<file path="src/rtl/add_arbiter.sv">
// Four-requester round-robin arbiter feeding a two-stage adder pipeline.
// S1 captures the granted operand pair; OUT holds the truncated sum until consumed.
module add_arbiter #(
    parameter int W = 10,
    parameter int N = 4
) (
    input  logic           clk,
    input  logic           rst,
    input  logic [N-1:0]   req_valid,
    output logic [N-1:0]   req_ready,
    input  logic [N*W-1:0] req_a,
    input  logic [N*W-1:0] req_b,
    output logic           rsp_valid,
    input  logic           rsp_ready,
    output logic [W-1:0]   rsp_sum,
    output logic [1:0]     rsp_id,
    output logic           busy
);

    logic [1:0]   p;
    logic         s1_valid;
    logic [W-1:0] s1_a;
    logic [W-1:0] s1_b;
    logic [1:0]   s1_id;
    logic         out_valid;
    logic [W-1:0] out_sum;
    logic [1:0]   out_id;

    logic         out_adv;
    logic         can_grant;
    logic         found;
    logic [1:0]   winner;
    logic         grant;

    always_comb begin
        found  = 1'b0;
        winner = p;
        for (int k = 0; k < N; k++) begin
            if (!found && req_valid[p + 2'(k)]) begin
                found  = 1'b1;
                winner = p + 2'(k);
            end
        end
    end

    // A grant needs room in S1 this cycle, which chains back to OUT draining.
    assign out_adv   = s1_valid && (!out_valid || rsp_ready);
    assign can_grant = !rst && (!s1_valid || out_adv);
    assign grant     = can_grant && found;
    assign req_ready = grant ? ({{(N-1){1'b0}}, 1'b1} << winner) : '0;

    always_ff @(posedge clk) begin
        if (rst) begin
            p         <= 2'd0;
            s1_valid  <= 1'b0;
            s1_a      <= '0;
            s1_b      <= '0;
            s1_id     <= 2'd0;
            out_valid <= 1'b0;
            out_sum   <= '0;
            out_id    <= 2'd0;
        end else begin
            if (out_adv) begin
                out_valid <= 1'b1;
                out_sum   <= s1_a + s1_b;
                out_id    <= s1_id;
            end else if (rsp_ready) begin
                out_valid <= 1'b0;
            end

            if (grant) begin
                s1_valid <= 1'b1;
                s1_a     <= req_a[winner*W +: W];
                s1_b     <= req_b[winner*W +: W];
                s1_id    <= winner;
                p        <= winner + 2'd1;
            end else if (out_adv) begin
                s1_valid <= 1'b0;
            end
        end
    end

    assign rsp_valid = out_valid;
    assign rsp_sum   = out_sum;
    assign rsp_id    = out_id;
    assign busy      = s1_valid || out_valid;

endmodule
</file>
<file path="config.mk">
export PLATFORM = sky130hd
export DESIGN_NAME = add_arbiter
export DESIGN_NICKNAME = d
export VERILOG_FILES = /design/src/rtl/add_arbiter.sv
export SDC_FILE = /design/constraint.sdc
export NUM_CORES = 1
export LEC_CHECK = 0
export ABC_AREA = 1
export BUFFER_PORTS_ARGS = -buffer_cell sky130_fd_sc_hd__buf_2
export CAP_MARGIN = 30
export CORE_AREA = 2 2 87 72
export DETAILED_ROUTE_END_ITERATION = 12
export DIE_AREA = 0 0 89 74
export PLACE_DENSITY = 0.95
export SLEW_MARGIN = 5
export SYNTH_ARGS = -nofsm -noshare
export SYNTH_HDL_FRONTEND = slang
export SYNTH_SLANG_ARGS = --single-unit
</file>
<file path="constraint.sdc">
create_clock -name clk -period 5.7 [get_ports clk]
set_input_delay 1.14 -clock clk [delete_from_list [all_inputs] [get_ports clk]]
set_output_delay 1.14 -clock clk [all_outputs]
set_load 0.03 [all_outputs]
</file>
==> flow_summary.yaml <==
run_status:
  status: "completed"
synth:
  ys_seq_area_frac: 0.250
  synth_top_area_cell: "nand2_1"
  syn_inst: 511
  netlist_area_sq_um: 3040
  ys_ff_latch: 38
  syn-num-nets: 612
  synthTopCellsByArea: "nand2_1, dfxtp_1, nand3_1"
  yosysWarnings: 0
  avgSynthCellArea_sq_um: 5.96
  synth_cell_type_count: 28
  synth_top_area_frac: 0.287
pwr:
  cellLeakagePower_uw: 0.00216
  p_per_area_nw_per_um2: 598
  power_uw: 2170
  ir_drop_mv: 0.228
placed_design:
  io_buffers: 104
  gp_congestion: 0.958
  hpwl_mm: 6.47
clock_tree:
  clock_sinks: 38
  clock_latency_ns: 0.29
  hold_buffers: 0
  clock-root-buffer: "clkbuf_8"
  post_cts_resized: 0
  path_clk_slew_ns: 0.07
  cts_buffers: 5
  cts.path.max_buffers: 2
  cts_tree: "done"
  htree_levels: 2
  post_cts_buffers: 0
critical_path:
  critPathSlowestCell: "nand2_8"
  critPathKind: "input port to primary output"
  arrival_ns: 3.23
  reg2reg_from: "p[0]$_SDFFE_PP0P_"
  required_ns: 4.56
  critPathMaxFanout: 45
  critPathCaptureType: "primary output"
  cp-startpoint: "req_valid[1]"
  worst_path_largest_cell_delay_ns: 0.43
  crit_chain: "buf_2 > nand2_1 > nand2_1 > nand2_1 > nand2_2 > nor2_8 > nand4_4 > nand2_8 > inv_2 > ha_1 > inv_1 > nor2_1 > buf_2"
  worst_path_most_repeated_cell: "nand2_1"
  startpoint_type: "input port"
timing:
  tns_ns: 0
  slew_violations: 0
  setup_viol: 0
  timing.final.crit_share: 0.766
  fin_hold_ws_ns: 0.478
  max_freq_ghz: 0.229
  slew_headroom: 0.453
  rsz0062_at_grt: "false"
  finClkSkew_ns: 0.00166
  fin_crit_ns: 4.37
  finalHoldViolations: 0
  tightestPinTransition_ns: 0.819
die:
  start_util: 0.529
  die_w_um: 89
  fp.dieArea_sq_um: 6590
  row_count: 25
  core-area_sq_um: 5760
  io_pins: 105
  die_height_um: 74
detailed_routing:
  via_per_inst: 5.12
  postRouteAntennaNets: 0
  drt-total-wl_mm: 8.39
  drt_iter0_markers: 180
  drc: 0
  via_count: 3497
  dr.pass1.iters: 5
  routedWlPerCell_um: 12.3
global_routing:
  grt_util_all_layers: 0.260
  overflow: 0
  grt_pass1_wl_mm: 13.6
  grt_antenna_before_repair: 0
  grt_pass1_vias: 3192
  grt_max_degree: 46
layout:
  area_growth_syn_to_layout_pct: 19.2
  seq_area_sq_um: 761
  finalNetCount: 702
  multi_input_area_sq_um: 2000
  fill_cells: 537
  antennaDiodeCount: 0
  drive_gt1_frac: 0.234
hold_path:
  hold_path_class: "flop to flop"
  worstHoldStart: "s1_a[0]$_SDFFE_PP0P_"
flow_run:
  maxCapViolCount: 0
## sequential cells by signal, indices dropped and copies added, names as in the netlist
signal	flops
p	2
rsp_id	2
rsp_sum	10
rsp_valid	1
s1_a	10
s1_id	2
s1_valid	1
s1_b	10
## synthesized netlist by cell type
master and n:
a21o_1 1, a21oi_1 13, a221oi_1 2, buf_2 7
buf_4 6, buf_6 5, clkbuf_1 5, clkinv_1 1
dfxtp_1 38, fa_1 1, ha_1 13, inv_1 31
inv_2 3, nand2_1 233, nand2_2 14, nand2_4 2
nand2_8 1, nand3_1 68, nand4_1 4, nand4_4 2
nor2_1 31, nor2_2 2, nor2_8 1, nor3_1 1
o21ai_0 18, o21ai_2 1, or2_2 1, xor2_1 6
## power breakdown
part	total (uW)	internal, uW	switching [uW]
combinational	1550	482	1070
sequential	429	360	68.5
clock	189	97.5	92.0
total	2170	940	1230
## path summary, 6_finish.rpt
kind | depth (start not counted) | end | slack, ns
setup reg to reg | 12 | p[1]$_SDFFE_PP0P_ | 2.72
hold / removal | 2 | s1_a[0]$_SDFFE_PP0P_ | 0.48
hold reg to reg | 2 | s1_a[0]$_SDFFE_PP0P_ | 0.48
setup / recovery | 13 | req_ready[1] | 1.33
## cells in the final DEF (no fill, tap or decap), types with 6 or more instances in the layout
master,instances
a21oi_1,13
buf_2,104
clkbuf_8,6
dfxtp_1,38
ha_1,13
inv_1,31
nand2_1,233
nand2_2,14
nand3_1,68
nor2_1,31
o21ai_0,18
xor2_1,6
## area by class of cell
| cell class | instances | share of cell area |
|---|---|---|
| multi-input combinational | 415 | 0.552 |
| sequential | 38 | 0.210 |
| timing repair buffer | 106 | 0.150 |
| inverter | 35 | 0.0362 |
| tap | 81 | 0.0279 |
| clock buffer | 7 | 0.0238 |
| clock inverter | 1 | 0.00138 |
## cell families (layout without fill, tap and decap cells)
logic type	Yosys count	after routing	synth area share
AOI/OAI and AO/OA	35	35	0.0621
xor gates and xnor gates	6	6	0.0173
adders and majority gates	14	14	0.0600
buffers and inverters	58	149	0.0941
DFF	38	38	0.250
and+or+nand+nor	360	360	0.517
## worst max-delay path, delay by kind of cell
family | cells | cell delay, ns
fa+ha+maj | 1 | 0.23
buf+inv | 4 | 0.51
simple gates | 8 | 1.32
## per-stage QoR
step                cells  cell area [sq um]  setup WS [ns]  utilization
CTS                   682               3620           1.33        0.629
global placement      673               3520           1.41        0.611
detailed placement    674               3530           1.33        0.613
finish                683               3630           1.33        0.631
global route          683               3630           1.15        0.631
floorplan             511               3040           1.91            -
## per-layer routing
layer	vias up	global-route usage	wire [um]	share of wire
li1	1802	-	-	-
met1	1517	0.320	3640	0.43
met2	159	0.463	4020	0.48
met3	19	0.0455	560	0.067
met4	0	0.0846	170	0.020
met5	-	0	0	0
(Power assumes the default switching activity.)
